### src/rtl/vram_fetch_arbiter.sv
// vram_fetch_arbiter: shares one single-port video RAM between the display
// word fetch (always first) and CPU writes (idle slots only). A 2-entry
// prefetch FIFO behind the pixel_row register hides the 1-cycle RAM latency.
// All bus strobes are registered: mem_rd/mem_we are visible the cycle after
// the decision and the RAM returns read data the cycle after mem_rd.
// Optional build macro FRAME_RESYNC_EN: on a misaligned frame boundary, flush
// the prefetch path and restart the fetch at word 0.
module vram_fetch_arbiter #(
    parameter int ADDR_W      = 15,
    parameter int FRAME_WORDS = 30000,
    parameter int FIFO_DEPTH  = 2
) (
    input  logic              CLK_VGA,
    input  logic              reset,
    input  logic              newData,
    input  logic              end_of_line,
    input  logic              end_of_frame,
    output logic [15:0]       pixel_row,
    output logic [ADDR_W-1:0] mem_addr,
    output logic              mem_rd,
    output logic              mem_we,
    output logic [15:0]       mem_wdata,
    input  logic [15:0]       mem_rdata,
    input  logic              cpu_req,
    input  logic [ADDR_W-1:0] cpu_addr,
    input  logic [15:0]       cpu_wdata,
    output logic              cpu_ack,
    output logic              underrun,
    output logic              desync
);

    typedef enum logic [1:0] {PRIME_RD, PRIME_CAP, IDLE} state_t;

    state_t            state;
    logic [1:0][15:0]  fifo;       // [0] is the head
    logic [1:0][15:0]  fifo_n;
    logic [1:0]        count;
    logic [1:0]        count_n;
    logic [1:0]        wr_idx;
    logic              rd_vld;     // mem_rdata carries a display word this cycle
    logic [ADDR_W-1:0] disp_addr;
    logic [ADDR_W-1:0] rd_ptr;
    logic              pop;
    logic              push;
    logic [2:0]        occ;
    logic              issue_rd;
    logic              serve_cpu;
    logic              frame_bad;

    function automatic logic [ADDR_W-1:0] wrap_inc(input logic [ADDR_W-1:0] a);
        return (a == ADDR_W'(FRAME_WORDS - 1)) ? '0 : a + 1'b1;
    endfunction

    // Slot arbitration and next FIFO contents. Occupancy discounts this
    // cycle's pop so a consumed word is refilled before the CPU gets the bus.
    always_comb begin
        pop       = newData && (count != 2'd0);
        push      = rd_vld && (state == IDLE);
        occ       = 3'(count) + 3'(mem_rd) + 3'(rd_vld) - 3'(pop);
        issue_rd  = (state == IDLE) && (occ < 3'(FIFO_DEPTH));
        // cpu_ack high means the current request is the one just served
        serve_cpu = (state == IDLE) && !issue_rd && cpu_req && !cpu_ack;
        frame_bad = end_of_line && end_of_frame && (rd_ptr != '0);
        fifo_n    = fifo;
        if (pop)
            fifo_n[0] = fifo[1];
        wr_idx = count - 2'(pop);
        if (push) begin
            if (wr_idx == 2'd0)
                fifo_n[0] = mem_rdata;
            else
                fifo_n[1] = mem_rdata;
        end
        count_n = count - 2'(pop) + 2'(push);
    end

    // Fetch FSM, FIFO, bus strobes and sticky status flags.
    always_ff @(posedge CLK_VGA) begin
        if (!reset) begin
            state     <= PRIME_RD;
            fifo      <= '0;
            count     <= 2'd0;
            rd_vld    <= 1'b0;
            disp_addr <= '0;
            rd_ptr    <= '0;
            pixel_row <= 16'h0000;
            mem_addr  <= '0;
            mem_rd    <= 1'b0;
            mem_we    <= 1'b0;
            mem_wdata <= 16'h0000;
            cpu_ack   <= 1'b0;
            underrun  <= 1'b0;
            desync    <= 1'b0;
        end else begin
            mem_rd  <= 1'b0;
            mem_we  <= 1'b0;
            cpu_ack <= 1'b0;
            rd_vld  <= mem_rd;
            fifo    <= fifo_n;
            count   <= count_n;

            if (frame_bad)
                desync <= 1'b1;

            if (newData && (count == 2'd0)) begin
                underrun  <= 1'b1;
                pixel_row <= 16'h0000;
            end
            if (pop) begin
                pixel_row <= fifo[0];
                rd_ptr    <= wrap_inc(rd_ptr);
            end

            case (state)
                PRIME_RD: begin
                    mem_rd    <= 1'b1;
                    mem_addr  <= disp_addr;
                    disp_addr <= wrap_inc(disp_addr);
                    state     <= PRIME_CAP;
                end
                PRIME_CAP: begin
                    // the first word goes straight to the display register
                    if (rd_vld) begin
                        pixel_row <= mem_rdata;
                        rd_ptr    <= wrap_inc(rd_ptr);
                        state     <= IDLE;
                    end
                end
                default: begin
                    if (issue_rd) begin
                        mem_rd    <= 1'b1;
                        mem_addr  <= disp_addr;
                        disp_addr <= wrap_inc(disp_addr);
                    end else if (serve_cpu) begin
                        mem_we    <= 1'b1;
                        mem_addr  <= cpu_addr;
                        mem_wdata <= cpu_wdata;
                        cpu_ack   <= 1'b1;
                    end
                end
            endcase

`ifdef FRAME_RESYNC_EN
            // Drop everything prefetched (including a read in flight) and
            // reissue word 0 right away; pixel_row keeps stale data until then.
            if (frame_bad) begin
                count     <= 2'd0;
                rd_vld    <= 1'b0;
                rd_ptr    <= '0;
                mem_rd    <= 1'b1;
                mem_we    <= 1'b0;
                cpu_ack   <= 1'b0;
                mem_addr  <= '0;
                disp_addr <= wrap_inc('0);
                state     <= PRIME_CAP;
            end
`endif
        end
    end

endmodule
### config.mk
export PLATFORM = sky130hd
export DESIGN_NAME = vram_fetch_arbiter
export DESIGN_NICKNAME = d
export VERILOG_FILES = /design/src/rtl/vram_fetch_arbiter.sv
export SDC_FILE = /design/constraint.sdc
export NUM_CORES = 1
export LEC_CHECK = 0
export ABC_AREA = 1
export BUFFER_PORTS_ARGS = -buffer_cell sky130_fd_sc_hd__buf_2
export CAP_MARGIN = 20
export CORE_MARGIN = 2
export CORE_UTILIZATION = 40
export DETAILED_ROUTE_END_ITERATION = 16
export MAX_ROUTING_LAYER = met4
export PLACE_DENSITY = 0.64
export SETUP_SLACK_MARGIN = 0.05
export SLEW_MARGIN = 10
export SYNTH_ARGS = -nofsm -noshare
export SYNTH_HDL_FRONTEND = slang
export SYNTH_SLANG_ARGS = --single-unit
### constraint.sdc
create_clock -name CLK_VGA -period 2.8 [get_ports CLK_VGA]
set_clock_uncertainty 0.15 [all_clocks]
set_input_delay 0.28 -clock CLK_VGA [delete_from_list [all_inputs] [get_ports CLK_VGA]]
set_output_delay 0.28 -clock CLK_VGA [all_outputs]
set_load 0.05 [all_outputs]
==> results of run 1 <==
-- cells in the mapped netlist (2+ instances only) --
cell and count:
buf_4 4, ha_1 7, inv_1 74, buf_6 3, inv_2 8, nor3_2 4, clkbuf_1 13, nor3_1 9
dfxtp_1 118, o21ai_1 8, o21ai_0 56, a31oi_1 18, nor2_1 149, nand2_2 5, nand4_1 11, nand2_1 150
nand3_2 3, a21oi_1 23, o211ai_1 25, nand3_1 61, buf_2 16, nor2_2 2
-- registers in the layout (all words and copies together) (netlist names) --
signal / count
fifo: 32
pixel_row: 16
mem_addr: 15
count: 2
rd_ptr: 15
underrun: 1
rd_vld: 1
mem_wdata: 16
desync: 1
disp_addr: 15
mem_rd: 1
state: 2
cpu_ack: 1
-- logic make-up after synthesis --
logic type / after synthesis / synth area share (%)
xor+xnor: 2 / 0.322
simple gates: 396 / 30.9
compound gates: 133 / 14.1
fa+ha+maj: 8 / 1.98
buf+inv: 120 / 9.35
flops: 118 / 43.4
-- per-layer routing --
layer	vias up	wire (microns)	track usage [%]
met1	2490	6650	26.5
met2	141	7100	32.3
li1	2838	-	-
met4	0	327	8.72
met5	-	0	-
met3	29	673	4.95
-- through the flow --
stage	setup slack, ns	cell area, sq um	std cells	util [%]	TNS [ns]
final	0.0806	7500	1117	56.4	0
after global routing	-0.0335	7500	1117	56.4	-0.235
after CTS	0.0442	7230	1108	54.4	0
after detailed placement	0.0150	6190	1035	46.6	0
after global placement	0.00528	6190	1035	46.6	0
after floorplan	-0.00571	5500	777	-	-0.0201
-- worst min path at each step --
stage / startpoint / slack [ns] / to
4_1_cts: cpu_addr[1] / 0.007 / mem_addr[1]
5_1_grt: cpu_addr[3] / 0.02 / mem_addr[3]
3_3_place_gp: desync / 0.28 / desync
3_5_place_dp: desync / 0.29 / desync
6_report: cpu_addr[14] / 0.005 / mem_addr[14]
2_1_floorplan: mem_rdata[0] / 0.26 / fifo[16]
-- final cells by class --
| cell class | count | share of cell area (%) |
|---|---|---|
| Clock buffer | 21 | 6.28 |
| Clock inverter | 11 | 1.97 |
| Inverter | 82 | 4.27 |
| Multi-Input combinational cell | 539 | 36.5 |
| Sequential cell | 118 | 31.5 |
| Tap cell | 176 | 2.94 |
| Timing Repair Buffer | 170 | 16.5 |
-- critical path, cell delays in order (launching register included) --
cell and delay [ns]:
dfxtp_2 0.33, o21ai_4 0.16, inv_2 0.06, ha_4 0.27, inv_4 0.03, ha_4 0.20, a21o_1 0.17, fa_2 0.53
inv_2 0.05, nand3_4 0.08, nand2_4 0.07, nand2_8 0.11, nand2_4 0.09, buf_12 0.15, nor2_1 0.09, nor2_1 0.06
-- where the power goes --
part	internal [W]	switching [W]
clock network	0.00147	0.000777
logic	0.000338	0.000620
registers	0.00174	0.0000441
total	0.00355	0.00144
-- repair_timing --
item	4_1_cts	5_1_grt
gates resized for setup	4	49
gates cloned	0	4
pin swaps	0	18
setup buffers	0	5
setup endpoints to repair	27	46
hold buffers	41	0
endpoints found under the hold margin	56	0
==> impl_metrics.ini, run 1 <==
[worst_setup_path]
setup.worst_path.start = count[1]
rr_worst_depth = 15
r2r_slack_ns = 0.08
path_class = reg -> reg
crit_path_end_kind = flip-flop
cp-start-kind = flip-flop
crit_path_end = mem_addr[2]
required_ns = 2.95
path_max_fanout = 10
timing.rr.end = mem_addr[2]
r2r_start = count[1]
arrival_ns = 2.87

[worst_hold_path]
hp-class = in -> reg
hold-path-cell-count = 3

[finish]
multi_input_area_sq_mm = 0.00274
diodes = 0
mostFrequentLayoutCells = 144 x nor2_1, 141 x nand2_1, 116 x dfxtp_1, 105 x buf_2, 70 x inv_1
nFillCells = 1228
final_common_cell = nor2_1
drive_gt1_share_pct = 23.2
syn2layout_area_growth_pct = 37.6
nets = 989
seq_area_sq_mm = 0.00236

[clock_tree]
clk_latency_ns = 0.41
path_clk_slew_ns = 0.05
cts_inserted_buffers = 17
cts_tree = built
cts_root_buffer = clkbuf_16
cts_htree_levels = 4
clockBufferDepth = 2
numClockSinks = 118

[drt]
wl_microns = 14700
drt-initial-drc-count = 315
drtPass1Iterations = 5
wl_per_cell_microns = 13.2
vias_per_cell = 4.92
vias = 5498
drc = 0
ant_nets = 0

[floorplan]
die_w_microns = 121
rows = 42
ios = 105
fp.dieH_microns = 121
initial_core_util_pct = 41.0
die_area_sq_mm = 0.0146
core_sq_mm = 0.0133

[run]
max_cap_violations = 0

[sta]
worst_pin_slew_ns = 0.669
hold_viol_final = 0
finalSetupViolCount = 0
fin_crit_sh_pct = 97.1
rsz0062_at_grt = true
final_max_slew_viol_count = 0
fmax_mhz = 368
slew_headroom_pct = 55.4
hold_ws_ns = 0.00517
min_period_ns = 2.72

[logic_synthesis]
synth_flop_cell = dfxtp_1
ys_seq_area_share_pct = 43.4
synth_area_sq_mm = 0.00545
synth_top_area_share_pct = 43.4
synthTopCellsByArea = dfxtp_1 43%, nand2_1 10%, nor2_1 10%, nand3_1 5.6%, o21ai_0 5.1%
synth_cells = 777
yosysTopAreaCell = dfxtp_1
synth-async-reset-ratio_pct = 0
ys_types = 32
syn_nets = 838
synth_edf_count = 0
syn_area_per_cell_sq_um = 7.01
ys_seq_elements = 118
synth_warnings = 0

[place]
port_buffers = 104
place_congestion = 0.887
dp_hpwl_microns = 9370

[power]
power.leakage_nw = 3.47
ir_worst_vdd_uv = 414
fin_total_pwr_w = 0.00499
power.density_mw_per_mm2 = 666

[grt]
antenna_found_initial = 0
grt_max_degree = 35
grtUsageTotal_pct = 21.0
grt_pass1_vias = 5036
grt_remaining_overflow = 0
grt_pass1_wl_microns = 24000

[status]
status = complete, no violations
(Power assumes the default switching activity.)
==> run 2: changes to the inputs <==
PLACE_DENSITY = 0.65   (was 0.64)
clock period = 2.2 ns   (was 2.8 ns; I/O delays follow)
==> run 2 against run 1 <==
The run now ends with setup timing left. First-iteration DRC count is 4.8% higher. Sequential power is 27% higher. Clock power is 25% higher. Global-route usage is 0.40 points higher. Critical path type unchanged.
==> impl_metrics.ini, run 2 (synthesis gave the netlist of run 1 again) <==
[run]
max_cap_violations = 0

[drt]
vias_per_cell = 4.97
drt-initial-drc-count = 330
wl_per_cell_microns = 13.4
drc = 0
wl_microns = 15200
vias = 5645
ant_nets = 0
drtPass1Iterations = 5

[power]
fin_total_pwr_w = 0.00641
power.leakage_nw = 3.56
power.density_mw_per_mm2 = 832
ir_worst_vdd_uv = 589

[sta]
min_period_ns = 2.72
final_max_slew_viol_count = 0
setup_slack_ns = -0.517
fmax_mhz = 368
fin_crit_sh_pct = 124
worst_pin_slew_ns = 0.631
slew_headroom_pct = 57.9
finalSetupViolCount = 48
rsz0062_at_grt = true
hold_viol_final = 0

[status]
violations = setup timing
status = finished, violations left

[grt]
grt_remaining_overflow = 0
antenna_found_initial = 0
grt_pass1_wl_microns = 24200
grtUsageTotal_pct = 21.4
grt_max_degree = 38
grt_pass1_vias = 5313

[clock_tree]
path_clk_slew_ns = 0.06
cts_htree_levels = 4
clockBufferDepth = 2
cts_root_buffer = clkbuf_16
numClockSinks = 118
cts_inserted_buffers = 17
clk_latency_ns = 0.42
cts_tree = built

[floorplan]
core_sq_mm = 0.0133
initial_core_util_pct = 41.0
die_w_microns = 121
die_area_sq_mm = 0.0146
ios = 105
rows = 42
fp.dieH_microns = 121

[finish]
reg_top3 = fifo: 32 flops, mem_wdata: 16 flops, pixel_row: 16 flops
seq_area_sq_mm = 0.00236
drive_gt1_share_pct = 25.4
final_common_cell = nand2_1
diodes = 0
final_util_pct = 58.0
regMostFlops = fifo
multi_input_area_sq_mm = 0.00280
nFillCells = 1210
largest_reg_flops = 32
mostFrequentLayoutCells = 140 x nand2_1, 132 x nor2_1, 116 x dfxtp_1, 104 x buf_2, 69 x inv_1
nets = 1007
syn2layout_area_growth_pct = 41.5

[place]
port_buffers = 104
dp_hpwl_microns = 9420
place_congestion = 0.905

[worst_setup_path]
path_max_fanout = 5
path_class = reg -> reg
arrival_ns = 2.88
required_ns = 2.36
crit_path_end_kind = flip-flop
cp-start-kind = flip-flop

[worst_hold_path]
hp-class = in -> reg
run 2: changes by cell type in the layout (fill, tap and decap cells not counted), moves of 2 or more:
cell,before,now
nor2_4,2,4
nor2_1,144,132
o21ai_1,13,25
buf_4,12,21
clkinvlp_4,1,3
clkinv_2,3,5
nor2_2,6,16
dlygate4sd3_1,41,48
o21ai_0,47,37
buf_6,5,8
o21ai_2,5,3
run 2: stage by stage:
stage	setup TNS, ns	instances	hold WS [ns]	cell area [sq um]	worst slack, ns
floorplan	-26.31	777	0.205	5520	-0.605
global placement	-20.45	1045	0.287	6260	-0.472
detailed placement	-22.32	1045	0.291	6260	-0.513
CTS	-19.53	1130	0.0389	7490	-0.447
global route	-27.22	1135	0.0347	7710	-0.647
finish	-21.94	1135	0.0294	7710	-0.517
run 2: path summary, 6_finish.rpt:
check | startpoint | end | slack, ns | depth (start not counted)
setup / recovery | count[0] | disp_addr[3] | -0.52 | 15
hold / removal | cpu_addr[0] | mem_addr[0] | 0.03 | 5
setup reg to reg | count[0] | disp_addr[3] | -0.52 | 15
hold reg to reg | underrun | underrun | 0.30 | 2
run 2: timing repair:
item	CTS	global route
gates cloned	1	3
resized for setup	25	65
setup buffers	4	3
hold buffers	48	0
pin swaps	7	22
hold endpoints to repair	76	0
setup endpoints to repair	63	80
run 2: per-layer routing:
metal / wire (microns) / track usage [%]
met1: 6730 / 25.3
met2: 7220 / 34.5
met3: 847 / 4.76
met4: 410 / 10.2
met5: 0 / -
run 2: critical path, cell delays in order, from the launching register on:
cell     delay (ns)
dfxtp_2        0.33
o21ai_4        0.15
inv_2          0.07
ha_4           0.27
inv_4          0.03
ha_4           0.19
a21o_1         0.19
fa_2           0.44
inv_2          0.09
nand3_4        0.09
nand2_4        0.09
nand2_8        0.09
buf_12         0.15
buf_6          0.11
nor3_4         0.11
nor2_1         0.05
run 2: cell type report:
cell class,instances,share of cell area [%]
clock buffers,19,5.88
inverters,82,4.16
multi-input cells,539,36.3
well taps,176,2.86
flip-flops and latches,118,30.7
repair buffers,188,18.1
clock inverters,13,2.01
run 2: report_power, final:
part           internal (W)  switching (W)
clock network       0.00183       0.000992
logic              0.000492       0.000824
registers           0.00222      0.0000576
